$ cat src/rtl/dynamic_fault_checker_mw_pkg.sv
// Shared types for the multi-lane dynamic fault checker: decoded instruction
// layout, privilege/FPU-status encodings and the per-lane fault cause codes.
package dynamic_fault_checker_mw_pkg;

    typedef enum logic [1:0] {
        PRIV_U = 2'b00,
        PRIV_S = 2'b01,
        PRIV_M = 2'b11
    } priv_lvl_t;

    typedef enum logic [1:0] {
        XS_OFF     = 2'b00,
        XS_INITIAL = 2'b01,
        XS_CLEAN   = 2'b10,
        XS_DIRTY   = 2'b11
    } xs_t;

    typedef enum logic [2:0] {
        FU_NONE   = 3'd0,
        FU_ALU    = 3'd1,
        FU_LSU    = 3'd2,
        FU_CSR    = 3'd3,
        FU_FPU    = 3'd4,
        FU_BRANCH = 3'd5
    } fu_t;

    typedef enum logic [3:0] {
        OP_ADD        = 4'd0,
        OP_LOAD       = 4'd1,
        OP_SRET       = 4'd2,
        OP_MRET       = 4'd3,
        OP_DRET       = 4'd4,
        OP_WFI        = 4'd5,
        OP_SFENCE_VMA = 4'd6,
        OP_FADD       = 4'd7,
        OP_FMUL       = 4'd8,
        OP_CSRRW      = 4'd9
    } op_t;

    typedef struct packed {
        fu_t        fu;
        op_t        op;
        logic [2:0] rm;
        logic [4:0] rd;
        logic [4:0] rs1;
    } si_t;

    typedef logic [3:0] cause_t;

    localparam cause_t CAUSE_NONE   = 4'd0;
    localparam cause_t CAUSE_SRET   = 4'd1;
    localparam cause_t CAUSE_MRET   = 4'd2;
    localparam cause_t CAUSE_DRET   = 4'd3;
    localparam cause_t CAUSE_WFI    = 4'd4;
    localparam cause_t CAUSE_VMA    = 4'd5;
    localparam cause_t CAUSE_FS_OFF = 4'd6;
    localparam cause_t CAUSE_FRM    = 4'd7;

    // Reserved static modes 5/6, or dynamic mode pointing at a reserved frm.
    function automatic logic rm_illegal(input logic [2:0] rm, input logic [2:0] frm);
        return (rm == 3'd5) || (rm == 3'd6) || ((rm == 3'd7) && (frm >= 3'd5));
    endfunction

endpackage

$ cat src/rtl/dynamic_fault_checker_mw_if.sv
// Decode-bundle bus into and out of the fault checker stage.
interface dynamic_fault_checker_mw_if #(
    parameter int NLANES  = 2,
    parameter int CAUSE_W = 4
);
    import dynamic_fault_checker_mw_pkg::*;

    localparam int FF_W = $clog2(NLANES) + 1;

    logic                             in_valid_i;
    logic                             in_ready_o;
    logic [NLANES-1:0]                lane_valid_i;
    si_t  [NLANES-1:0]                si_i;
    logic                             out_valid_o;
    logic                             out_ready_i;
    si_t  [NLANES-1:0]                si_o;
    logic [NLANES-1:0]                lane_valid_o;
    logic [NLANES-1:0]                fault_o;
    logic [NLANES-1:0][CAUSE_W-1:0]   cause_o;
    logic [FF_W-1:0]                  first_fault_o;

    modport master (
        output in_valid_i, lane_valid_i, si_i, out_ready_i,
        input  in_ready_o, out_valid_o, si_o, lane_valid_o, fault_o, cause_o, first_fault_o
    );

    modport slave (
        input  in_valid_i, lane_valid_i, si_i, out_ready_i,
        output in_ready_o, out_valid_o, si_o, lane_valid_o, fault_o, cause_o, first_fault_o
    );

endinterface

$ cat src/rtl/dynamic_fault_checker_mw_fault_lane_check.sv
// Combinational check of one decoded instruction against the CSR snapshot,
// producing the highest-priority fault cause for that lane.
module dynamic_fault_checker_mw_fault_lane_check
    import dynamic_fault_checker_mw_pkg::*;
(
    input  logic       valid_i,
    input  si_t        si_i,
    input  xs_t        fs_i,
    input  priv_lvl_t  priv_lvl_i,
    input  logic [2:0] frm_i,
    input  logic       tvm_i,
    input  logic       tw_i,
    input  logic       tsr_i,
    input  logic       debug_mode_i,
    output cause_t     cause_o
);

    logic priv_u_s;
    logic priv_s_s;
    logic fpu_s;
    logic unused_s;

    assign priv_u_s = (priv_lvl_i == PRIV_U);
    assign priv_s_s = (priv_lvl_i == PRIV_S);
    assign fpu_s    = (si_i.fu == FU_FPU);
    assign unused_s = ^{si_i.rd, si_i.rs1};

    // First matching rule wins; invalid lanes never fault.
    always_comb begin
        cause_o = CAUSE_NONE;
        if (!valid_i) begin
            cause_o = CAUSE_NONE;
        end else if ((si_i.op == OP_SRET) && (priv_u_s || (priv_s_s && tsr_i))) begin
            cause_o = CAUSE_SRET;
        end else if ((si_i.op == OP_MRET) && (priv_lvl_i != PRIV_M)) begin
            cause_o = CAUSE_MRET;
        end else if ((si_i.op == OP_DRET) && !debug_mode_i) begin
            cause_o = CAUSE_DRET;
        end else if ((si_i.op == OP_WFI) && (priv_u_s || (priv_s_s && tw_i))) begin
            cause_o = CAUSE_WFI;
        end else if ((si_i.op == OP_SFENCE_VMA) && (priv_u_s || (priv_s_s && tvm_i))) begin
            cause_o = CAUSE_VMA;
        end else if (fpu_s && (fs_i == XS_OFF)) begin
            cause_o = CAUSE_FS_OFF;
        end else if (fpu_s && rm_illegal(si_i.rm, frm_i)) begin
            cause_o = CAUSE_FRM;
        end else begin
            cause_o = CAUSE_NONE;
        end
    end

endmodule

$ cat src/rtl/dynamic_fault_checker_mw.sv
// Multi-lane dynamic fault checker: per-lane cause, kill of lanes younger than
// the oldest fault, one elastic output register and a saturating fault counter.
module dynamic_fault_checker_mw
    import dynamic_fault_checker_mw_pkg::*;
#(
    parameter int NLANES  = 2,
    parameter int CAUSE_W = 4,
    parameter int CNT_W   = 16
) (
    input  logic             clk,
    input  logic             rst,
    input  logic             flush_i,
    input  xs_t              fs_i,
    input  priv_lvl_t        priv_lvl_i,
    input  logic [2:0]       frm_i,
    input  logic             tvm_i,
    input  logic             tw_i,
    input  logic             tsr_i,
    input  logic             debug_mode_i,
    output logic [CNT_W-1:0] fault_cnt_o,
    dynamic_fault_checker_mw_if.slave bus
);

    localparam int              FF_W    = $clog2(NLANES) + 1;
    localparam logic [FF_W-1:0] NONE    = FF_W'(NLANES);
    localparam logic [CNT_W-1:0] CNT_MAX = {CNT_W{1'b1}};

    cause_t                         cause_s [NLANES];
    logic [FF_W-1:0]                first_s;
    logic                           accept_s;

    logic                           out_valid_q, out_valid_d;
    si_t  [NLANES-1:0]              si_q, si_d;
    logic [NLANES-1:0]              lane_valid_q, lane_valid_d;
    logic [NLANES-1:0]              fault_q, fault_d;
    logic [NLANES-1:0][CAUSE_W-1:0] cause_q, cause_d;
    logic [FF_W-1:0]                first_q, first_d;
    logic [CNT_W-1:0]               cnt_q, cnt_d;

    for (genvar g = 0; g < NLANES; g++) begin : g_lane
        dynamic_fault_checker_mw_fault_lane_check u_check (
            .valid_i      (bus.lane_valid_i[g]),
            .si_i         (bus.si_i[g]),
            .fs_i         (fs_i),
            .priv_lvl_i   (priv_lvl_i),
            .frm_i        (frm_i),
            .tvm_i        (tvm_i),
            .tw_i         (tw_i),
            .tsr_i        (tsr_i),
            .debug_mode_i (debug_mode_i),
            .cause_o      (cause_s[g])
        );
    end

    assign bus.in_ready_o = !out_valid_q || bus.out_ready_i;
    assign accept_s       = bus.in_valid_i && bus.in_ready_o && !flush_i;

    // Oldest faulting lane: scanning young to old leaves the lowest index.
    always_comb begin
        first_s = NONE;
        for (int i = NLANES - 1; i >= 0; i--) begin
            first_s = (cause_s[i] != CAUSE_NONE) ? FF_W'(i) : first_s;
        end
    end

    // Next state of the output stage and the fault counter.
    always_comb begin
        out_valid_d  = out_valid_q;
        si_d         = si_q;
        lane_valid_d = lane_valid_q;
        fault_d      = fault_q;
        cause_d      = cause_q;
        first_d      = first_q;
        cnt_d        = cnt_q;
        if (flush_i) begin
            out_valid_d = 1'b0;
        end else if (accept_s) begin
            out_valid_d = 1'b1;
            si_d        = bus.si_i;
            first_d     = first_s;
            // Only the oldest faulting lane can carry a cause; younger lanes die.
            for (int i = 0; i < NLANES; i++) begin
                lane_valid_d[i] = bus.lane_valid_i[i] && (FF_W'(i) <= first_s);
                fault_d[i]      = (FF_W'(i) == first_s);
                cause_d[i]      = (FF_W'(i) == first_s) ? CAUSE_W'(cause_s[i]) : {CAUSE_W{1'b0}};
            end
            if ((first_s != NONE) && (cnt_q != CNT_MAX)) begin
                cnt_d = cnt_q + CNT_W'(1);
            end else begin
                cnt_d = cnt_q;
            end
        end else if (bus.out_ready_i) begin
            out_valid_d = 1'b0;
        end else begin
            out_valid_d = out_valid_q;
        end
    end

    // Output register with synchronous reset.
    always_ff @(posedge clk) begin
        if (rst) begin
            out_valid_q  <= 1'b0;
            si_q         <= '0;
            lane_valid_q <= {NLANES{1'b0}};
            fault_q      <= {NLANES{1'b0}};
            cause_q      <= '0;
            first_q      <= NONE;
            cnt_q        <= {CNT_W{1'b0}};
        end else begin
            out_valid_q  <= out_valid_d;
            si_q         <= si_d;
            lane_valid_q <= lane_valid_d;
            fault_q      <= fault_d;
            cause_q      <= cause_d;
            first_q      <= first_d;
            cnt_q        <= cnt_d;
        end
    end

    assign bus.out_valid_o   = out_valid_q;
    assign bus.si_o          = si_q;
    assign bus.lane_valid_o  = lane_valid_q;
    assign bus.fault_o       = fault_q;
    assign bus.cause_o       = cause_q;
    assign bus.first_fault_o = first_q;
    assign fault_cnt_o       = cnt_q;

endmodule

$ cat src/flat_wrapper.sv
// flat-port wrapper written by rule: the top's interface ports become plain ports
module dynamic_fault_checker_mw_flat import dynamic_fault_checker_mw_pkg::*;
#(
    parameter int NLANES  = 2,
    parameter int CAUSE_W = 4,
    parameter int CNT_W   = 16
)
  (clk, rst, flush_i, fs_i, priv_lvl_i, frm_i, tvm_i, tw_i, tsr_i, debug_mode_i, fault_cnt_o, bus_in_valid_i, bus_lane_valid_i, bus_si_i, bus_out_ready_i, bus_in_ready_o, bus_out_valid_o, bus_si_o, bus_lane_valid_o, bus_fault_o, bus_cause_o, bus_first_fault_o);
  dynamic_fault_checker_mw_if #(.NLANES(NLANES), .CAUSE_W(CAUSE_W)) bus_i ();
  input  logic clk;
  input  logic rst;
  input  logic flush_i;
  input  xs_t fs_i;
  input  priv_lvl_t priv_lvl_i;
  input  logic [2:0] frm_i;
  input  logic tvm_i;
  input  logic tw_i;
  input  logic tsr_i;
  input  logic debug_mode_i;
  output logic [CNT_W-1:0] fault_cnt_o;
  input wire logic [$bits(bus_i.in_valid_i)-1:0] bus_in_valid_i;
  input wire logic [$bits(bus_i.lane_valid_i)-1:0] bus_lane_valid_i;
  input wire logic [$bits(bus_i.si_i)-1:0] bus_si_i;
  input wire logic [$bits(bus_i.out_ready_i)-1:0] bus_out_ready_i;
  output wire logic [$bits(bus_i.in_ready_o)-1:0] bus_in_ready_o;
  output wire logic [$bits(bus_i.out_valid_o)-1:0] bus_out_valid_o;
  output wire logic [$bits(bus_i.si_o)-1:0] bus_si_o;
  output wire logic [$bits(bus_i.lane_valid_o)-1:0] bus_lane_valid_o;
  output wire logic [$bits(bus_i.fault_o)-1:0] bus_fault_o;
  output wire logic [$bits(bus_i.cause_o)-1:0] bus_cause_o;
  output wire logic [$bits(bus_i.first_fault_o)-1:0] bus_first_fault_o;
  assign bus_i.in_valid_i = bus_in_valid_i;
  assign bus_i.lane_valid_i = bus_lane_valid_i;
  assign bus_i.si_i = bus_si_i;
  assign bus_i.out_ready_i = bus_out_ready_i;
  assign bus_in_ready_o = bus_i.in_ready_o;
  assign bus_out_valid_o = bus_i.out_valid_o;
  assign bus_si_o = bus_i.si_o;
  assign bus_lane_valid_o = bus_i.lane_valid_o;
  assign bus_fault_o = bus_i.fault_o;
  assign bus_cause_o = bus_i.cause_o;
  assign bus_first_fault_o = bus_i.first_fault_o;
  dynamic_fault_checker_mw #(.NLANES(NLANES), .CAUSE_W(CAUSE_W), .CNT_W(CNT_W)) u_core (.clk(clk), .rst(rst), .flush_i(flush_i), .fs_i(fs_i), .priv_lvl_i(priv_lvl_i), .frm_i(frm_i), .tvm_i(tvm_i), .tw_i(tw_i), .tsr_i(tsr_i), .debug_mode_i(debug_mode_i), .fault_cnt_o(fault_cnt_o), .bus(bus_i));
endmodule
$ cat config.mk
export PLATFORM = sky130hd
export DESIGN_NAME = dynamic_fault_checker_mw_flat
export DESIGN_NICKNAME = d
export VERILOG_FILES = /design/src/rtl/dynamic_fault_checker_mw_pkg.sv /design/src/rtl/dynamic_fault_checker_mw_if.sv /design/src/rtl/dynamic_fault_checker_mw_fault_lane_check.sv /design/src/rtl/dynamic_fault_checker_mw.sv /design/src/flat_wrapper.sv
export SDC_FILE = /design/constraint.sdc
export NUM_CORES = 1
export LEC_CHECK = 0
export CAP_MARGIN = 5
export CORE_UTILIZATION = 40
export CTS_BUF_LIST = sky130_fd_sc_hd__clkbuf_4
export DETAILED_ROUTE_END_ITERATION = 10
export PLACE_DENSITY = 0.89
export REMOVE_ABC_BUFFERS = 1
export SLEW_MARGIN = 5
export SYNTH_ARGS = -nofsm -noshare
export SYNTH_HDL_FRONTEND = slang
export SYNTH_HIERARCHICAL = 1
export SYNTH_SLANG_ARGS = --single-unit
export TNS_END_PERCENT = 10
$ cat constraint.sdc
create_clock -name clk -period 3.3 [get_ports clk]
set_clock_uncertainty 0.05 [all_clocks]
set_input_delay 0.66 -clock clk [delete_from_list [all_inputs] [get_ports clk]]
set_output_delay 0.66 -clock clk [all_outputs]
set_load 0.01 [all_outputs]
==> results of run 1 <==
## per-layer routing
metal  global-route usage  up-vias  routed length (um)
met5                    0        -                   0
met4               0.0672        0                 131
met3               0.0539       14                 529
met2                0.395      119                4670
met1                0.265     1579                3930
li1                     -     1650                   -
## path summary, 6_finish.rpt
| kind | startpoint | end | slack (ps) |
|---|---|---|---|
| hold / removal | u_core/bus.si_o[36]$_SDFFE_PP0P_ | u_core/bus.si_o[36]$_SDFFE_PP0P_ | 410 |
| setup / recovery | priv_lvl_i[0] | u_core/fault_cnt_o[14]$_SDFFE_PP0P_ | 70 |
| setup reg to reg | u_core/fault_cnt_o[0]$_SDFFE_PP0P_ | u_core/fault_cnt_o[9]$_SDFFE_PP0P_ | 1080 |
| hold reg to reg | u_core/bus.si_o[36]$_SDFFE_PP0P_ | u_core/bus.si_o[36]$_SDFFE_PP0P_ | 410 |
## registers in the layout, summed over array words and instances, names as in the netlist
signal / cells
u_core/bus.cause_o: 8
u_core/fault_cnt_o: 16
u_core/bus.si_o: 40
u_core/bus.lane_valid_o: 2
u_core/bus.first_fault_o: 2
u_core/bus.fault_o: 2
u_core/bus.out_valid_o: 1
## Yosys cell counts, types with 4 or more instances
library cell and number:
o21ai_0 10, clkbuf_1 15, inv_1 4, a31oi_1 4, nand4_1 4, nand3_1 8, nor3b_1 5, nor3_1 7
nand2_1 98, xnor2_1 10, nand2b_1 7, dfxtp_1 71, and3_1 4, a21oi_1 56, nor2b_1 4, nor2_1 24
a22oi_1 5
## logic make-up (layout without fill, tap and decap cells)
group                      count (synthesis)  after routing  share of synthesized area
and+or+nand+nor                          182            182                      0.289
AOI/OAI and AO/OA                         92             92                      0.179
DFF                                       71             71                      0.451
buffers and inverters                     25            183                     0.0334
xor gates and xnor gates                  10             10                     0.0278
muxes                                      4              4                     0.0131
other                                      2              2                    0.00238
adders and majority gates                  1              1                    0.00397
## area by class of cell
type,count,area [um^2],share of cell area
repair buffers,163,1570,0.315
clock inverters,7,96.3,0.0193
multi-input cells,291,1700,0.340
well taps,99,124,0.0248
inverters,4,15.0,0.00301
clock buffers,9,67.6,0.0135
flip-flops and latches,71,1420,0.285
## worst max-delay path: stages
cell and delay, ps:
clkdlybuf4s50_1 460, and2b_2 240, nor4b_4 290, nor4bb_1 100, o311a_1 370, or4_4 500, o2111ai_4 320, buf_6 180
nor3_4 50, a31oi_1 200, a311oi_1 60
## timing repair
item                       4_1_cts  5_1_grt
setup buffers                    0        1
gates resized for setup          6       18
setup endpoints to repair       15       16
pin swaps                        1       15
## power breakdown
part	total, uW	switching, uW	internal, uW	leakage (uW)
Sequential	903	16.6	887	0.000578
Combinational	310	140	170	0.00121
Clock	629	319	310	0.0000855
## stage by stage
step / worst slack (ps) / total power, uW
after global routing: 22.0 / 1940
after detailed placement: -531 / 1230
after floorplan: -52.1 / 1020
final: 69.7 / 1840
after global placement: -438 / 1220
after CTS: 5.70 / 1850
==> impl_metrics.xml, run 1 <==
<?xml version="1.0" encoding="UTF-8"?>
<metrics>
  <group name="routing">
    <metric name="drt-initial-drc-count" unit="">163</metric>
    <metric name="drt-pass1-iter-count" unit="">4</metric>
    <metric name="wire_per_inst" unit="um">14.4</metric>
    <metric name="post-route-drc-count" unit="">0</metric>
    <metric name="totalWireLength" unit="mm">9.27</metric>
    <metric name="via_count" unit="">3362</metric>
    <metric name="viasPerCell" unit="">5.22</metric>
    <metric name="route.antenna.remaining_nets" unit="">0</metric>
  </group>
  <group name="timing">
    <metric name="final_hold_viol_count" unit="">0</metric>
    <metric name="setup_tns" unit="ps">0</metric>
    <metric name="whs" unit="ps">410</metric>
    <metric name="final_cycle_share" unit="">0.979</metric>
    <metric name="highest_attainable_clock_frequency" unit="MHz">310</metric>
    <metric name="tightestPinTransition" unit="ps">622</metric>
    <metric name="maxSlewViolCount" unit="">0</metric>
    <metric name="post-route-min-period" unit="ps">3230</metric>
    <metric name="slew_headroom" unit="">0.582</metric>
    <metric name="setup_violations" unit="">0</metric>
    <metric name="setup_repair_after_global_routing_missed_its_margin" unit="">no</metric>
  </group>
  <group name="synth">
    <metric name="total_of_warnings_raised_by_yosys" unit="">6</metric>
    <metric name="synth.cell_area" unit="um^2">3150</metric>
    <metric name="flip_flop_and_latch_count_after_synthesis" unit="">71</metric>
    <metric name="netlist-cell-type-count" unit="">51</metric>
    <metric name="number_of_synthesized_flops_with_an_enable_pin" unit="">0</metric>
    <metric name="yosysTopAreaCell" unit="">dfxtp_1</metric>
    <metric name="ys_dominant_reg_cell" unit="">dfxtp_1</metric>
    <metric name="synthDominantCellAreaShare" unit="">0.451</metric>
    <metric name="yosys-top-cells-area" unit="">dfxtp_1, nand2_1, a21oi_1, nor2_1, xnor2_1</metric>
    <metric name="post_synth_inst_count" unit="">387</metric>
    <metric name="syn_area_per_cell" unit="um^2">8.14</metric>
    <metric name="async_reset_ff_frac" unit="">0</metric>
    <metric name="synth_seq_area_share" unit="">0.451</metric>
  </group>
  <group name="clock_tree">
    <metric name="tritoncts" unit="">built</metric>
    <metric name="clock_net_sink_count" unit="">71</metric>
    <metric name="maximum_clock_insertion_buffer_count" unit="">2</metric>
    <metric name="cts-buffers-inserted" unit="">9</metric>
    <metric name="clk_latency_worst_skew_pair" unit="ps">390</metric>
    <metric name="hold_buffers" unit="">0</metric>
    <metric name="clk_pin_slew_worst_paths" unit="ps">120</metric>
    <metric name="ctsRootBufferMaster" unit="">clkbuf_4</metric>
    <metric name="ctsHtreeMaxLevel" unit="">3</metric>
  </group>
  <group name="power_and_ir_drop">
    <metric name="leakage_dissipation" unit="uW">0.00187</metric>
    <metric name="pwr_density_cell" unit="nW/um^2">369</metric>
    <metric name="worst_ir_drop_vdd" unit="mV">0.209</metric>
  </group>
  <group name="layout">
    <metric name="mostFrequentLayoutCells" unit="">clkdlybuf4s50_1, nand2_1, dfxtp_1</metric>
    <metric name="flow.area_growth_from_synthesis" unit="%">58.5</metric>
    <metric name="final_common_cell" unit="">clkdlybuf4s50_1</metric>
    <metric name="final_cells" unit="">644</metric>
    <metric name="design.final.nets" unit="">599</metric>
    <metric name="n_fill_cell" unit="">604</metric>
    <metric name="insertedDiodeCount" unit="">0</metric>
    <metric name="util_after_layout" unit="">0.670</metric>
    <metric name="fin_area" unit="um^2">4990</metric>
    <metric name="post_route_cells_drive_above_1_share" unit="">0.134</metric>
  </group>
  <group name="worst_setup_path">
    <metric name="worst_reg_to_reg_cells" unit="">6</metric>
    <metric name="cp.arrival" unit="ps">3440</metric>
    <metric name="cp_max_fo" unit="">5</metric>
    <metric name="worst_ep_required_time" unit="ps">3510</metric>
    <metric name="cp-start-kind" unit="">primary input</metric>
    <metric name="path_class" unit="">primary input to flip-flop</metric>
    <metric name="critical_path.endpoint_type" unit="">flip-flop</metric>
  </group>
  <group name="floorplan">
    <metric name="core_area" unit="um^2">7450</metric>
    <metric name="initial_utilization" unit="">0.423</metric>
    <metric name="fp.dieH" unit="um">90.8</metric>
    <metric name="die_area" unit="um^2">8240</metric>
    <metric name="rows" unit="">31</metric>
    <metric name="floorplan.die.width" unit="um">90.8</metric>
    <metric name="pin_count" unit="">130</metric>
  </group>
  <group name="global_route">
    <metric name="grt_pass1_vias" unit="">3260</metric>
    <metric name="grt_start_max_net_pins" unit="">47</metric>
    <metric name="number_of_antenna_violations_at_the_first_check_in_global_routing" unit="">0</metric>
    <metric name="gr-usage-all-layers" unit="">0.223</metric>
    <metric name="grt_ovf" unit="">0</metric>
    <metric name="grt_first_pass_wirelength" unit="mm">14.9</metric>
  </group>
  <group name="placement">
    <metric name="hpwlAfterDp" unit="mm">6.60</metric>
    <metric name="routabilityCongestion" unit="">0.888</metric>
    <metric name="numPortBuffers" unit="">129</metric>
    <metric name="place_area" unit="um^2">4720</metric>
    <metric name="placed_cells" unit="">627</metric>
  </group>
  <group name="job">
    <metric name="maxCapViolCount" unit="">0</metric>
  </group>
  <group name="hold_path">
    <metric name="min_delay_path_depth" unit="">2</metric>
    <metric name="timing.hold.worst.class" unit="">flip-flop to flip-flop</metric>
  </group>
  <group name="run_status">
    <metric name="run_status" unit="">finished, final reports clean</metric>
  </group>
</metrics>
No activity file was read; power rests on OpenSTA's default activity.
==> run 2: changes to the inputs <==
- clock period: 3.3 -> 2.6 ns (I/O delays scaled with it)
==> run 2 against run 1 <==
The run now ends with negative setup slack left. Via count is 2.8% higher. Critical path depth is 1 higher. First-iteration DRC count is 15% higher. Worst hold slack worse by 74 ps. Register-to-register slack worse by 810 ps. Critical endpoint unchanged.
==> impl_metrics.xml, run 2 (synthesized netlist as in run 1, its figures left out) <==
<?xml version="1.0" encoding="UTF-8"?>
<metrics>
  <group name="power_and_ir_drop">
    <metric name="power_frac_clock" unit="">0.362</metric>
    <metric name="worst_ir_drop_vdd" unit="mV">0.273</metric>
    <metric name="leakage_dissipation" unit="uW">0.00193</metric>
    <metric name="power.share.switching" unit="">0.252</metric>
    <metric name="cellInternalPower" unit="uW">1850</metric>
    <metric name="power.switching" unit="uW">621</metric>
    <metric name="power_frac_seq" unit="">0.465</metric>
    <metric name="combPwrFrac" unit="">0.173</metric>
    <metric name="pwr_density_cell" unit="nW/um^2">474</metric>
  </group>
  <group name="routing">
    <metric name="wl_met1" unit="mm">4.08</metric>
    <metric name="met2_wirelength" unit="mm">4.90</metric>
    <metric name="route.antenna.remaining_nets" unit="">0</metric>
    <metric name="drt-pass1-iter-count" unit="">5</metric>
    <metric name="top_signal_layer_used" unit="">met4</metric>
    <metric name="met3WireLength" unit="um">559</metric>
    <metric name="wire_per_inst" unit="um">14.8</metric>
    <metric name="viasPerCell" unit="">5.30</metric>
    <metric name="totalWireLength" unit="mm">9.67</metric>
    <metric name="post-route-drc-count" unit="">0</metric>
    <metric name="drt-initial-drc-count" unit="">187</metric>
    <metric name="via_count" unit="">3456</metric>
  </group>
  <group name="global_route">
    <metric name="grt_first_pass_wirelength" unit="mm">15.4</metric>
    <metric name="grt_ovf" unit="">0</metric>
    <metric name="number_of_antenna_violations_at_the_first_check_in_global_routing" unit="">0</metric>
    <metric name="grt_start_max_net_pins" unit="">47</metric>
    <metric name="gr-usage-all-layers" unit="">0.231</metric>
    <metric name="grt_pass1_vias" unit="">3271</metric>
  </group>
  <group name="worst_setup_path">
    <metric name="worst_ep_required_time" unit="ps">2850</metric>
    <metric name="cp_max_fo" unit="">5</metric>
    <metric name="cp.arrival" unit="ps">3060</metric>
    <metric name="cp-start-kind" unit="">primary input</metric>
    <metric name="path_class" unit="">primary input to flip-flop</metric>
    <metric name="critical_path.endpoint_type" unit="">flip-flop</metric>
  </group>
  <group name="floorplan">
    <metric name="fp.dieH" unit="um">90.8</metric>
    <metric name="pin_count" unit="">130</metric>
    <metric name="die_area" unit="um^2">8240</metric>
    <metric name="floorplan.die.width" unit="um">90.8</metric>
    <metric name="rows" unit="">31</metric>
    <metric name="core_area" unit="um^2">7450</metric>
    <metric name="initial_utilization" unit="">0.423</metric>
  </group>
  <group name="timing">
    <metric name="final_hold_viol_count" unit="">0</metric>
    <metric name="post-route-min-period" unit="ps">2810</metric>
    <metric name="setup_repair_after_global_routing_missed_its_margin" unit="">yes</metric>
    <metric name="setup_tns" unit="ps">-2250</metric>
    <metric name="setup_violations" unit="">16</metric>
    <metric name="final_cycle_share" unit="">1.08</metric>
    <metric name="tightestPinTransition" unit="ps">716</metric>
    <metric name="setup_ws" unit="ps">-206</metric>
    <metric name="highest_attainable_clock_frequency" unit="MHz">356</metric>
    <metric name="slew_headroom" unit="">0.519</metric>
    <metric name="maxSlewViolCount" unit="">0</metric>
  </group>
  <group name="job">
    <metric name="maxCapViolCount" unit="">0</metric>
  </group>
  <group name="clock_tree">
    <metric name="tritoncts" unit="">built</metric>
    <metric name="hold_buffers" unit="">0</metric>
    <metric name="maximum_clock_insertion_buffer_count" unit="">2</metric>
    <metric name="clock_net_sink_count" unit="">71</metric>
    <metric name="cts-buffers-inserted" unit="">9</metric>
    <metric name="clk_pin_slew_worst_paths" unit="ps">120</metric>
    <metric name="ctsHtreeMaxLevel" unit="">3</metric>
    <metric name="ctsRootBufferMaster" unit="">clkbuf_4</metric>
    <metric name="clk_latency_worst_skew_pair" unit="ps">410</metric>
  </group>
  <group name="layout">
    <metric name="final_cells" unit="">652</metric>
    <metric name="design.final.nets" unit="">607</metric>
    <metric name="insertedDiodeCount" unit="">0</metric>
    <metric name="mostFrequentLayoutCells" unit="">clkdlybuf4s50_1, nand2_1, dfxtp_1</metric>
    <metric name="fin_area" unit="um^2">5200</metric>
    <metric name="flow.area_growth_from_synthesis" unit="%">65.0</metric>
    <metric name="n_fill_cell" unit="">557</metric>
    <metric name="final_common_cell" unit="">clkdlybuf4s50_1</metric>
    <metric name="post_route_cells_drive_above_1_share" unit="">0.197</metric>
    <metric name="largest_register_ffs" unit="">40</metric>
  </group>
  <group name="run_status">
    <metric name="violations_in_the_final_reports" unit="">negative setup slack</metric>
    <metric name="run_status" unit="">complete, but fails checks</metric>
  </group>
  <group name="placement">
    <metric name="routabilityCongestion" unit="">0.910</metric>
    <metric name="numPortBuffers" unit="">129</metric>
    <metric name="place_area" unit="um^2">4770</metric>
    <metric name="hpwlAfterDp" unit="mm">6.61</metric>
    <metric name="placed_cells" unit="">631</metric>
  </group>
  <group name="hold_path">
    <metric name="timing.hold.worst.class" unit="">primary input to flip-flop</metric>
  </group>
</metrics>
## run 2: cell count changes in the layout (fill, tap and decap cells not counted), sizes merged
cell,delta
buf,+11
bufinv,+1
clkbuf,+4
clkdlybuf4s15,+1
clkdlybuf4s50,-6
clkinv,-1
dlymetal6s2s,-2
## run 2: worst max-delay path, stage by stage
cell and delay, ps:
buf_6 90, buf_6 100, or4b_4 500, o31ai_4 210, a211o_1 190, o31ai_4 90
or4_4 510, o2111ai_4 310, buf_6 190, nor3_4 60, a31oi_1 200, a311oi_1 70
## run 2: path summary, 6_finish.rpt
check,start,end,slack (ps),cells after the start
worst max register to register,u_core/fault_cnt_o[0]$_SDFFE_PP0P_,u_core/fault_cnt_o[9]$_SDFFE_PP0P_,270,6
worst min register to register,u_core/bus.si_o[12]$_SDFFE_PP0P_,u_core/bus.si_o[12]$_SDFFE_PP0P_,410,2
worst min-delay path,bus_si_i[34],u_core/bus.si_o[34]$_SDFFE_PP0P_,340,3
worst max-delay path,priv_lvl_i[1],u_core/fault_cnt_o[14]$_SDFFE_PP0P_,-210,12
## run 2: area by class of cell
type,instances,area [um^2],area share
Multi-Input combinational cell,291,1830,0.353
Timing Repair Buffer,171,1620,0.311
Sequential cell,71,1420,0.273
Tap cell,99,124,0.0238
Clock inverter,7,120,0.0231
Clock buffer,9,67.6,0.0130
Inverter,4,15.0,0.00289
## run 2: layer usage
metal	GRT usage	vias up
li1	-	1670
met1	0.271	1639
met2	0.412	132
met3	0.0438	15
met4	0.0847	0
met5	0	-
## run 2: stage by stage
stage | power (uW) | util | setup WS (ps) | hold slack (ps)
CTS | 2460 | 0.681 | -259 | 413
detailed placement | 1560 | 0.640 | -1070 | 397
global route | 2580 | 0.698 | -290 | 341
finish | 2470 | 0.698 | -206 | 336
global placement | 1550 | 0.640 | -1000 | 392
floorplan | 1300 | - | -612 | 424
## run 2: power by group through the flow
stage	registers [uW]	logic (uW)	clock network (uW)
after floorplan	1190	111	0
after global placement	1170	384	0
after detailed placement	1170	393	0
after CTS	1150	406	911
after global routing	1150	457	970
final	1150	427	893
## run 2: timing repair
action	CTS	global route
gates resized for setup	44	41
setup endpoints to repair	24	24
pin swaps	18	22
setup buffers	3	2
